**config.mk**
```make
export PLATFORM = sky130hd
export DESIGN_NAME = alien_formation_ctrl
export DESIGN_NICKNAME = d
export VERILOG_FILES = /design/src/rtl/alien_formation_ctrl.sv
export SDC_FILE = /design/constraint.sdc
export NUM_CORES = 1
export LEC_CHECK = 0
export CAP_MARGIN = 20
export CELL_PAD_IN_SITES_DETAIL_PLACEMENT = 0
export CELL_PAD_IN_SITES_GLOBAL_PLACEMENT = 1
export CORE_MARGIN = 10
export CORE_UTILIZATION = 46
export DETAILED_ROUTE_END_ITERATION = 8
export GPL_TIMING_DRIVEN = 0
export PLACE_DENSITY = 0.95
export REMOVE_ABC_BUFFERS = 1
export SLEW_MARGIN = 10
export SYNTH_ARGS = -nofsm -noshare
export SYNTH_HDL_FRONTEND = slang
export SYNTH_SLANG_ARGS = --single-unit
export TNS_END_PERCENT = 30
```
**constraint.sdc**
```tcl
create_clock -name clk -period 8.45 [get_ports clk]
set_clock_uncertainty 0.2 [all_clocks]
set_input_delay 1.2675 -clock clk [delete_from_list [all_inputs] [get_ports clk]]
set_output_delay 1.2675 -clock clk [all_outputs]
set_load 0.005 [all_outputs]
```
**src/rtl/alien_formation_ctrl.sv**
```systemverilog
// Formation controller for the alien sprites: alive mask, march direction/period, x/y offsets, armed pick.
// Optional macro FORMATION_SPEEDUP_EN: every accepted kill also shortens the march period.
module alien_formation_ctrl #(
  parameter int unsigned NUM_ALIENS   = 8,
  parameter logic [15:0] MAX_OFFSET_X = 16'd96,
  parameter logic [15:0] DROP_PIXELS  = 16'd8,
  parameter logic [15:0] INVADE_Y     = 16'd64,
  parameter logic [15:0] BASE_PERIOD  = 16'd1000,
  parameter logic [15:0] MIN_PERIOD   = 16'd50,
  parameter logic [15:0] EDGE_STEP    = 16'd50,
  parameter logic [15:0] KILL_STEP    = 16'd20,
  parameter logic [15:0] ARM_INTERVAL = 16'd4000
) (
  input  logic                  clk,
  input  logic                  rst,
  input  logic                  start,
  input  logic                  hit_valid,
  input  logic [3:0]            hit_index,
  output logic [NUM_ALIENS-1:0] alive_mask,
  output logic [15:0]           movement_frequency,
  output logic                  movement_direction,
  output logic [NUM_ALIENS-1:0] armed_mask,
  output logic [15:0]           offset_x,
  output logic [15:0]           offset_y,
  output logic                  wave_cleared,
  output logic                  invaded
);

  localparam int unsigned NA = NUM_ALIENS;
  localparam int unsigned DW = 16;

`ifdef FORMATION_SPEEDUP_EN
  localparam bit SPEEDUP = 1'b1;
`else
  localparam bit SPEEDUP = 1'b0;
`endif

  typedef enum logic [2:0] {
    S_IDLE,
    S_MARCH,
    S_DROP,
    S_CLEARED,
    S_INVADED
  } state_e;

  state_e        state_q, state_d;
  logic [NA-1:0] alive_q, alive_d;
  logic [NA-1:0] armed_q, armed_d;
  logic          dir_q, dir_d;
  logic [DW-1:0] per_q, per_d;
  logic [DW-1:0] offx_q, offx_d;
  logic [DW-1:0] offy_q, offy_d;
  logic [DW-1:0] mcnt_q, mcnt_d;
  logic [DW-1:0] acnt_q, acnt_d;
  logic [DW-1:0] lfsr_q, lfsr_d;
  logic          cleared_q, cleared_d;
  logic          invaded_q, invaded_d;

  logic          active;
  logic          shrink;
  logic [16:0]   step;
  logic [NA-1:0] hit_oh;
  logic [NA-1:0] kill_oh;
  logic [3:0]    arm_idx;

  // Saturating period reduction: never below MIN_PERIOD, never wraps.
  function automatic logic [DW-1:0] shorten(input logic [DW-1:0] per, input logic [16:0] dec);
    logic [17:0] diff;
    diff = {2'b00, per} - {1'b0, dec};
    if (diff[17] || diff[16] || (diff[15:0] < MIN_PERIOD)) shorten = MIN_PERIOD;
    else shorten = diff[15:0];
  endfunction

  always_comb begin
    state_d   = state_q;
    alive_d   = alive_q;
    armed_d   = armed_q;
    dir_d     = dir_q;
    per_d     = per_q;
    offx_d    = offx_q;
    offy_d    = offy_q;
    mcnt_d    = mcnt_q;
    acnt_d    = acnt_q;
    lfsr_d    = lfsr_q;
    cleared_d = cleared_q;
    invaded_d = invaded_q;
    shrink    = 1'b0;
    step      = '0;
    arm_idx   = '0;
    active    = (state_q == S_MARCH) || (state_q == S_DROP);
    hit_oh    = NA'(1) << hit_index;
    kill_oh   = '0;
    if (hit_valid && active && ({1'b0, hit_index} < 5'(NA))) kill_oh = hit_oh & alive_q;

    if (start) begin
      state_d   = S_MARCH;
      alive_d   = '1;
      armed_d   = '0;
      dir_d     = 1'b1;
      per_d     = BASE_PERIOD;
      offx_d    = '0;
      offy_d    = '0;
      mcnt_d    = '0;
      acnt_d    = '0;
      cleared_d = 1'b0;
      invaded_d = 1'b0;
    end else begin
      case (state_q)
        S_MARCH: begin
          // Same tick rule as the alien instances so offsets stay in lockstep with the sprites.
          if (mcnt_q >= per_q) begin
            mcnt_d = '0;
            offx_d = dir_q ? (offx_q + 16'd1) : (offx_q - 16'd1);
            if (offx_d == (dir_q ? MAX_OFFSET_X : 16'd0)) state_d = S_DROP;
          end else begin
            mcnt_d = mcnt_q + 16'd1;
          end
        end
        S_DROP: begin
          offy_d  = offy_q + DROP_PIXELS;
          dir_d   = ~dir_q;
          shrink  = 1'b1;
          step    = 17'(EDGE_STEP);
          state_d = (offy_d >= INVADE_Y) ? S_INVADED : S_MARCH;
        end
        default: ;
      endcase

      if (active) begin
        alive_d = alive_q & ~kill_oh;
        if (SPEEDUP && (kill_oh != '0)) begin
          shrink = 1'b1;
          step   = step + 17'(KILL_STEP);
        end
        if (shrink) per_d = shorten(per_q, step);

        // Armed pick is masked by the next alive state so a killed armed alien drops at once.
        if (acnt_q >= (ARM_INTERVAL - 16'd1)) begin
          acnt_d  = '0;
          lfsr_d  = {lfsr_q[14:0], lfsr_q[15] ^ lfsr_q[13] ^ lfsr_q[12] ^ lfsr_q[10]};
          arm_idx = 4'(lfsr_d % 16'(NA));
          armed_d = (NA'(1) << arm_idx) & alive_d;
        end else begin
          acnt_d  = acnt_q + 16'd1;
          armed_d = armed_q & alive_d;
        end

        if (alive_d == '0) begin
          state_d   = S_CLEARED;
          cleared_d = 1'b1;
          armed_d   = '0;
        end else if (state_d == S_INVADED) begin
          invaded_d = 1'b1;
          armed_d   = '0;
        end
      end
    end
  end

  always_ff @(posedge clk) begin
    if (rst) begin
      state_q   <= S_IDLE;
      alive_q   <= '0;
      armed_q   <= '0;
      dir_q     <= 1'b0;
      per_q     <= BASE_PERIOD;
      offx_q    <= '0;
      offy_q    <= '0;
      mcnt_q    <= '0;
      acnt_q    <= '0;
      lfsr_q    <= 16'hACE1;
      cleared_q <= 1'b0;
      invaded_q <= 1'b0;
    end else begin
      state_q   <= state_d;
      alive_q   <= alive_d;
      armed_q   <= armed_d;
      dir_q     <= dir_d;
      per_q     <= per_d;
      offx_q    <= offx_d;
      offy_q    <= offy_d;
      mcnt_q    <= mcnt_d;
      acnt_q    <= acnt_d;
      lfsr_q    <= lfsr_d;
      cleared_q <= cleared_d;
      invaded_q <= invaded_d;
    end
  end

  assign alive_mask         = alive_q;
  assign armed_mask         = armed_q;
  assign movement_frequency = per_q;
  assign movement_direction = dir_q;
  assign offset_x           = offx_q;
  assign offset_y           = offy_q;
  assign wave_cleared       = cleared_q;
  assign invaded            = invaded_q;

endmodule
```
==> flow_results.xml, run 1 <==
<?xml version="1.0" encoding="UTF-8"?>
<metrics>
  <group name="power_and_ir_drop">
    <metric name="power.density" unit="nW/um2">172</metric>
    <metric name="ir_drop" unit="uV">132</metric>
    <metric name="clock_power_share" unit="%">53.0</metric>
    <metric name="total_switching_power" unit="uW">309</metric>
    <metric name="swShare" unit="%">23.5</metric>
    <metric name="pwr-share-comb" unit="%">5.4</metric>
    <metric name="leakage" unit="nW">2.82</metric>
    <metric name="power.share.sequential" unit="%">41.6</metric>
    <metric name="internal_power" unit="mW">1.01</metric>
  </group>
  <group name="floorplanning">
    <metric name="initial_core_util" unit="%">47.2</metric>
    <metric name="width_of_the_chip" unit="um">137</metric>
    <metric name="floorplan.rows" unit="">42</metric>
    <metric name="core" unit="um2">13300</metric>
    <metric name="dieArea" unit="um2">18700</metric>
    <metric name="die_y_extent" unit="um">137</metric>
    <metric name="num_io_pins" unit="">75</metric>
  </group>
  <group name="global_routing">
    <metric name="grt_max_degree" unit="">42</metric>
    <metric name="grt.overflow.total" unit="">0</metric>
    <metric name="gr-usage-all-layers" unit="%">16.5</metric>
    <metric name="number_of_antenna_violations_at_the_first_check_in_global_routing" unit="">0</metric>
    <metric name="via_count_of_the_first_global_routing_pass" unit="">5451</metric>
    <metric name="grt_first_pass_wirelength" unit="um">25600</metric>
  </group>
  <group name="place">
    <metric name="place.port_buffers" unit="">70</metric>
    <metric name="finalWeightedCongestion" unit="">0.939</metric>
    <metric name="place_hpwl" unit="um">11200</metric>
  </group>
  <group name="cts">
    <metric name="longest_clk_path_bufs" unit="">2</metric>
    <metric name="cts.sink_count" unit="">114</metric>
    <metric name="h-tree-depth" unit="">4</metric>
    <metric name="path_clk_slew" unit="ns">0.05</metric>
    <metric name="cts_root_buf" unit="">clkbuf_16</metric>
    <metric name="clkLatencyLatePin" unit="ns">0.42</metric>
    <metric name="tritoncts.num_buffers" unit="">17</metric>
    <metric name="post_cts_buffers" unit="">0</metric>
    <metric name="tritoncts_clock_tree" unit="">done</metric>
    <metric name="post_cts_hold_buffer_count" unit="">0</metric>
    <metric name="postCtsResizedCells" unit="">0</metric>
  </group>
  <group name="setup_path">
    <metric name="crit_type" unit="">flip-flop to flip-flop</metric>
    <metric name="start_kind" unit="">flip-flop</metric>
    <metric name="crit-reg2reg-launch" unit="">state_q[0]$_SDFF_PP0_</metric>
    <metric name="critical_path.reg2reg.endpoint" unit="">movement_frequency[3]$_SDFFE_PP1P_</metric>
    <metric name="worst-path-max-fanout" unit="">27</metric>
    <metric name="critical_path_required" unit="ns">8.55</metric>
    <metric name="worst-r2r-cell-count" unit="">13</metric>
    <metric name="critical_path.endpoint_type" unit="">flip-flop</metric>
    <metric name="ff2ff_setup_slack" unit="ns">3.60</metric>
    <metric name="timing.critical_path.arrival" unit="ns">4.95</metric>
  </group>
  <group name="synthesis">
    <metric name="leading_post_synthesis_cells_by_cell_area" unit="">dfxtp_1 36%, ha_1 7.4%, nor2_1 6.3%</metric>
    <metric name="synth_top_cells_by_count" unit="">114 x dfxtp_1, 105 x nor2_1, 69 x nand2_1</metric>
    <metric name="syn_area" unit="um2">6270</metric>
    <metric name="synth_cells" unit="">747</metric>
    <metric name="synth_most_common_cell" unit="">dfxtp_1</metric>
    <metric name="library_cell_with_the_largest_summed_area_after_synthesis" unit="">dfxtp_1</metric>
    <metric name="synth_top_area_share" unit="%">36.4</metric>
    <metric name="yosysWarnings" unit="">0</metric>
    <metric name="synth_sequential_area_ratio" unit="%">36.4</metric>
    <metric name="synth-async-reset-ratio" unit="%">0</metric>
    <metric name="ys_seq_elements" unit="">114</metric>
    <metric name="ys_dominant_reg_cell" unit="">dfxtp_1</metric>
    <metric name="synth_cell_types" unit="">70</metric>
    <metric name="synth.avg_cell_area" unit="um2">8.40</metric>
    <metric name="synth_enable_flop_cells" unit="">0</metric>
  </group>
  <group name="route">
    <metric name="antenna_violating_nets_post_route" unit="">0</metric>
    <metric name="totalWireLength" unit="um">15400</metric>
    <metric name="via_count" unit="">5578</metric>
    <metric name="drtPass1Iterations" unit="">4</metric>
    <metric name="wl_per_cell" unit="um">15.4</metric>
    <metric name="initialDrtViolationCount" unit="">338</metric>
    <metric name="post_drt_via_cell_ratio" unit="">5.59</metric>
    <metric name="post-route-drc-count" unit="">0</metric>
  </group>
  <group name="timing">
    <metric name="setup_tns" unit="ns">0</metric>
    <metric name="finalSetupViolCount" unit="">0</metric>
    <metric name="final-max-slew-violation-count" unit="">0</metric>
    <metric name="timing_hold_violations_final" unit="">0</metric>
    <metric name="achievable-frequency" unit="GHz">0.206</metric>
    <metric name="tmin_final" unit="ns">4.85</metric>
    <metric name="worst_slew_pin_slew" unit="ns">0.997</metric>
    <metric name="finalHoldWorstSlack" unit="ns">0.251</metric>
    <metric name="slew_margin_rel" unit="%">33.1</metric>
    <metric name="final_worst_path_period_share" unit="%">57.4</metric>
    <metric name="rsz_0062_raised_after_global_routing" unit="">no</metric>
  </group>
  <group name="final_layout">
    <metric name="fill_cells" unit="">1161</metric>
    <metric name="design.final.nets" unit="">855</metric>
    <metric name="antenna_cells_inserted" unit="">0</metric>
    <metric name="area_of_the_multi_input_gates" unit="um2">3760</metric>
    <metric name="final_layout_size_suffix_gt1_share" unit="%">6.69</metric>
    <metric name="seqCellArea" unit="um2">2280</metric>
    <metric name="flow.area_growth_from_synthesis" unit="%">22.1</metric>
  </group>
  <group name="status">
    <metric name="run_status" unit="">complete, no violations</metric>
  </group>
  <group name="hold_path">
    <metric name="holdPathStages" unit="">2</metric>
    <metric name="worstHoldPathType" unit="">flip-flop to flip-flop</metric>
    <metric name="holdPathEnd" unit="">lfsr_q[3]$_SDFFE_PP0P_</metric>
    <metric name="holdCritStartpoint" unit="">lfsr_q[2]$_SDFFE_PP0P_</metric>
  </group>
  <group name="run">
    <metric name="cap_viol_max_count" unit="">0</metric>
  </group>
</metrics>
-- cells by family (layout without fill, tap and decap cells) --
family          count (synthesis)  in the layout  share of synthesized area [%]
other cells                     1              4                         0.0598
buf+inv                        60            132                           3.97
compound gates                155            155                           17.0
xor+xnor                       66             66                           9.55
flops                         114            114                           36.4
fa+ha+maj                      38             38                           7.70
mux                            12             12                           1.91
simple gates                  301            301                           23.5
-- flip-flops by register name, summed over array words and instances (netlist names) --
register,flops
armed_mask,8
invaded,1
movement_frequency,15
lfsr_q,16
offset_y,13
mcnt_q,16
state_q,3
alive_mask,8
acnt_q,16
movement_direction,1
offset_x,16
wave_cleared,1
-- cells in the final DEF, fill, tap and decap left out, types with 5 or more instances in the layout --
cell type and count:
xor2_1 30, clkbuf_16 17, and2_1 7, nand3b_1 8, and3_1 7, or3_1 7, a21o_1 15, clkinv_2 5
nor2_1 105, a211oi_1 5, nand2_1 69, nand4_1 18, o41ai_1 8, nor4_1 8, dfxtp_1 114, mux2i_1 12
or2_2 7, clkdlybuf4s50_1 70, clkinvlp_4 6, o31ai_1 9, a21oi_1 44, inv_1 28, xnor2_1 34, nand2b_1 7
nor3_1 21, o21ai_0 22, nand3_1 16, a31oi_1 8, ha_1 37
-- worst max-delay path by stage --
stage,from,end,slack (ns),cells past startpoint
after detailed placement,state_q[0]$_SDFF_PP0_,movement_frequency[3]$_SDFFE_PP1P_,3.68,13
after CTS,state_q[0]$_SDFF_PP0_,movement_frequency[3]$_SDFFE_PP1P_,3.70,13
after global placement,state_q[0]$_SDFF_PP0_,movement_frequency[3]$_SDFFE_PP1P_,3.81,13
after global routing,state_q[0]$_SDFF_PP0_,movement_frequency[3]$_SDFFE_PP1P_,3.24,13
final,state_q[0]$_SDFF_PP0_,movement_frequency[3]$_SDFFE_PP1P_,3.60,13
after floorplan,state_q[0]$_SDFF_PP0_,movement_frequency[3]$_SDFFE_PP1P_,4.67,13
-- power by group through the flow --
| stage | registers, mW | clock network, mW | logic, mW |
|---|---|---|---|
| floorplan | 0.558 | 0 | 0.0441 |
| CTS | 0.548 | 0.708 | 0.0711 |
| detailed placement | 0.559 | 0 | 0.0708 |
| finish | 0.548 | 0.698 | 0.0714 |
| global route | 0.548 | 0.733 | 0.0793 |
| global placement | 0.559 | 0 | 0.0682 |
-- area by class of cell --
type                    count  share of cell area (%)
flip-flops and latches    114                    29.8
clock inverters            14                    1.81
clock buffers              18                    5.73
inverters                  29                    1.42
well taps                 176                    2.88
multi-input cells         576                    49.1
repair buffers             71                    9.30
-- worst max-delay path, cell delays in order, from the launching register on --
cell	delay (ns)
dfxtp_1	0.46
nor2_1	0.07
nand2_1	0.42
clkinv_1	0.81
ha_1	0.51
ha_1	0.23
nand2b_1	0.12
a21oi_2	0.10
o21ai_0	0.53
xnor2_1	0.19
o211ai_1	0.17
a211oi_4	0.50
o21ai_1	0.11
a211o_1	0.31
-- per-stage QoR --
step	setup slack [ns]	instance area, um2	utilization, %	std cells	power (mW)
after CTS	3.70	7660	57.6	998	1.33
after floorplan	4.67	6140	-	719	0.602
after global placement	3.81	7070	53.1	965	0.627
after global routing	3.24	7660	57.6	998	1.36
final	3.60	7660	57.6	998	1.32
after detailed placement	3.68	7080	53.3	966	0.630
-- layer usage --
layer	track usage [%]	part of all wire, %	routed length, um
met1	19.5	45	6860
met2	27.6	48	7330
met3	4.44	6.5	1000
met4	6.62	1.3	207
met5	0	0	0
No activity file was read; power rests on OpenSTA's default activity.
==> inputs of run 2 (changes only) <==
--- a/config.mk
+++ b/config.mk
@@ -9,10 +9,10 @@
 export CELL_PAD_IN_SITES_DETAIL_PLACEMENT = 0
 export CELL_PAD_IN_SITES_GLOBAL_PLACEMENT = 1
 export CORE_MARGIN = 10
-export CORE_UTILIZATION = 46
+export CORE_UTILIZATION = 42
 export DETAILED_ROUTE_END_ITERATION = 8
 export GPL_TIMING_DRIVEN = 0
-export PLACE_DENSITY = 0.95
+export PLACE_DENSITY = 0.9
 export REMOVE_ABC_BUFFERS = 1
 export SLEW_MARGIN = 10
 export SYNTH_ARGS = -nofsm -noshare
==> constraint.sdc (replaced) <==
create_clock -name clk -period 5 [get_ports clk]
set_clock_uncertainty 0.2 [all_clocks]
set_input_delay 0.75 -clock clk [delete_from_list [all_inputs] [get_ports clk]]
set_output_delay 0.75 -clock clk [all_outputs]
set_load 0.005 [all_outputs]
==> flow_results.xml, run 2 (synthesis results as in run 1) <==
<?xml version="1.0" encoding="UTF-8"?>
<metrics>
  <group name="setup_path">
    <metric name="critical_path.endpoint_type" unit="">flip-flop</metric>
    <metric name="start_kind" unit="">flip-flop</metric>
    <metric name="ff2ff_setup_slack" unit="ns">0.48</metric>
    <metric name="worst-r2r-cell-count" unit="">13</metric>
    <metric name="crit_type" unit="">flip-flop to flip-flop</metric>
    <metric name="critical-path-top-delay-family" unit="">compound AO/OA/AOI/OAI gates</metric>
    <metric name="timing.critical_path.arrival" unit="ns">4.63</metric>
    <metric name="critical_path_required" unit="ns">5.10</metric>
    <metric name="path_buf_inv" unit="">1</metric>
    <metric name="critical_path.reg2reg.endpoint" unit="">movement_frequency[3]$_SDFFE_PP1P_</metric>
    <metric name="worst_path_max_delay_cell" unit="">nand2_1</metric>
    <metric name="startpoint" unit="">state_q[2]$_SDFF_PP0_</metric>
    <metric name="cp_num_cells" unit="">13</metric>
    <metric name="endpoint" unit="">movement_frequency[3]$_SDFFE_PP1P_</metric>
    <metric name="crit-reg2reg-launch" unit="">state_q[2]$_SDFF_PP0_</metric>
    <metric name="worst-path-max-fanout" unit="">16</metric>
    <metric name="path_cells" unit="">nor2_1 &gt; nand2_1 &gt; clkinvlp_4 &gt; ha_1 &gt; ha_1 &gt; nand2b_1 &gt; a21oi_2 &gt; o21ai_0 &gt; xnor2_1 &gt; o211ai_1 &gt; a211oi_4 &gt; o21ai_1 &gt; a211o_1</metric>
    <metric name="worst_path_largest_cell_delay" unit="ns">0.54</metric>
    <metric name="cpMostUsedCell" unit="">ha_1</metric>
  </group>
  <group name="place">
    <metric name="preCtsSetupSlack" unit="ns">0.0198</metric>
    <metric name="finalWeightedCongestion" unit="">0.809</metric>
    <metric name="place.port_buffers" unit="">70</metric>
    <metric name="place_hpwl" unit="um">11000</metric>
  </group>
  <group name="final_layout">
    <metric name="layout_commonest_cell" unit="">dfxtp_1</metric>
    <metric name="area_of_the_multi_input_gates" unit="um2">3760</metric>
    <metric name="seqCellArea" unit="um2">2280</metric>
    <metric name="fill_cells" unit="">1347</metric>
    <metric name="design.final.nets" unit="">858</metric>
    <metric name="mostFrequentLayoutCells" unit="">114 x dfxtp_1, 105 x nor2_1, 70 x clkdlybuf4s50_1</metric>
    <metric name="antenna_cells_inserted" unit="">0</metric>
    <metric name="final_util" unit="%">52.7</metric>
    <metric name="flow.area_growth_from_synthesis" unit="%">22.5</metric>
    <metric name="final_layout_size_suffix_gt1_share" unit="%">6.81</metric>
  </group>
  <group name="global_routing">
    <metric name="grt.overflow.total" unit="">0</metric>
    <metric name="grt_first_pass_wirelength" unit="um">26300</metric>
    <metric name="via_count_of_the_first_global_routing_pass" unit="">5426</metric>
    <metric name="grt_max_degree" unit="">42</metric>
    <metric name="gr-usage-all-layers" unit="%">15.4</metric>
    <metric name="number_of_antenna_violations_at_the_first_check_in_global_routing" unit="">0</metric>
  </group>
  <group name="cts">
    <metric name="clkLatencyLatePin" unit="ns">0.42</metric>
    <metric name="longest_clk_path_bufs" unit="">2</metric>
    <metric name="path_clk_slew" unit="ns">0.06</metric>
    <metric name="tritoncts.num_buffers" unit="">17</metric>
    <metric name="cts_root_buf" unit="">clkbuf_16</metric>
    <metric name="cts.sink_count" unit="">114</metric>
    <metric name="post_cts_buffers" unit="">0</metric>
    <metric name="h-tree-depth" unit="">4</metric>
    <metric name="tritoncts_clock_tree" unit="">done</metric>
  </group>
  <group name="timing">
    <metric name="timing_hold_violations_final" unit="">0</metric>
    <metric name="worst_slew_pin_slew" unit="ns">1.01</metric>
    <metric name="slew_margin_rel" unit="%">32.2</metric>
    <metric name="achievable-frequency" unit="GHz">0.221</metric>
    <metric name="final_worst_path_period_share" unit="%">90.4</metric>
    <metric name="final-max-slew-violation-count" unit="">0</metric>
    <metric name="rsz_0062_raised_after_global_routing" unit="">no</metric>
    <metric name="postLayoutSetupSlackWorst" unit="ns">0.478</metric>
    <metric name="finalHoldWorstSlack" unit="ns">0.250</metric>
    <metric name="tmin_final" unit="ns">4.52</metric>
    <metric name="setup_tns" unit="ns">0</metric>
    <metric name="finalSetupViolCount" unit="">0</metric>
  </group>
  <group name="floorplanning">
    <metric name="floorplan.rows" unit="">44</metric>
    <metric name="num_io_pins" unit="">75</metric>
    <metric name="dieArea" unit="um2">20200</metric>
    <metric name="die_y_extent" unit="um">142</metric>
    <metric name="core" unit="um2">14600</metric>
    <metric name="width_of_the_chip" unit="um">142</metric>
    <metric name="initial_core_util" unit="%">43.0</metric>
  </group>
  <group name="route">
    <metric name="antenna_violating_nets_post_route" unit="">0</metric>
    <metric name="drtPass1Iterations" unit="">4</metric>
    <metric name="post-route-drc-count" unit="">0</metric>
    <metric name="initialDrtViolationCount" unit="">364</metric>
    <metric name="post_drt_via_cell_ratio" unit="">5.45</metric>
    <metric name="wl_per_cell" unit="um">15.5</metric>
    <metric name="via_count" unit="">5485</metric>
    <metric name="totalWireLength" unit="um">15600</metric>
  </group>
  <group name="power_and_ir_drop">
    <metric name="leakage" unit="nW">2.85</metric>
    <metric name="ir_drop" unit="uV">242</metric>
    <metric name="totalPowerFinal" unit="mW">2.22</metric>
    <metric name="power.density" unit="nW/um2">288</metric>
  </group>
  <group name="status">
    <metric name="run_status" unit="">complete, no violations</metric>
  </group>
  <group name="hold_path">
    <metric name="holdCritStartpoint" unit="">lfsr_q[3]$_SDFFE_PP0P_</metric>
    <metric name="worstHoldPathType" unit="">flip-flop to flip-flop</metric>
  </group>
  <group name="run">
    <metric name="cap_viol_max_count" unit="">0</metric>
  </group>
</metrics>
[run 2: changes by cell type in the layout (fill, tap and decap cells not counted)]
| cell | before | now |
|---|---|---|
| buf_4 | 0 | 2 |
| bufinv_16 | 2 | 1 |
| clkbuf_8 | 1 | 7 |
| clkinv_1 | 1 | 0 |
| clkinv_2 | 5 | 4 |
| clkinvlp_2 | 0 | 1 |
| clkinvlp_4 | 6 | 1 |
| inv_6 | 1 | 0 |
[run 2: layout make-up]
| cell class | instances | share of cell area (%) |
|---|---|---|
| well taps | 184 | 3.00 |
| multi-input cells | 576 | 48.9 |
| repair buffers | 73 | 9.46 |
| inverters | 29 | 1.47 |
| repair inverters | 1 | 0.0651 |
| clock buffers | 24 | 6.79 |
| clock inverters | 5 | 0.651 |
| flip-flops and latches | 114 | 29.7 |
[run 2: worst min-delay path by stage]
stage,end,slack [ns],cells after the start
floorplan,lfsr_q[12]$_SDFFE_PP0P_,0.23,2
global placement,armed_mask[2]$_SDFFE_PP0N_,0.24,1
detailed placement,armed_mask[3]$_SDFFE_PP0N_,0.24,1
CTS,lfsr_q[4]$_SDFFE_PP0P_,0.25,2
global route,lfsr_q[3]$_SDFFE_PP0P_,0.27,2
finish,lfsr_q[4]$_SDFFE_PP0P_,0.25,2
[run 2: where the power goes]
part	leakage [nW]	switching (mW)	internal, mW	total (mW)
combinational	1.64	0.0746	0.0483	0.123
sequential	0.922	0.00924	0.918	0.927
clock	0.290	0.403	0.763	1.17
[run 2: tightest hold or removal path, cell delays in order, from the launching register on]
cell	delay, ns
dfxtp_1	0.30
nand2_1	0.05
a21oi_1	0.05
[run 2: what timing repair did]
action | in CTS | in global routing
endpoints found under the setup margin | 0 | 13
hold buffers | 0 | 0
resized for setup | 0 | 1
[run 2: metrics by stage]
stage          std cells  cell area, um2
3_3_place_gp         973            7080
2_1_floorplan        719            6140
5_1_grt             1006            7690
6_report            1006            7690
4_1_cts             1003            7660
3_5_place_dp         974            7090
[run 2: metal layers]
metal / wire, um / vias up / track usage [%]
li1: - / 2772 / -
met3: 1030 / 13 / 4.47
met2: 7090 / 115 / 24.4
met1: 7360 / 2585 / 19.6
met4: 139 / 0 / 5.33
met5: 0 / - / 0
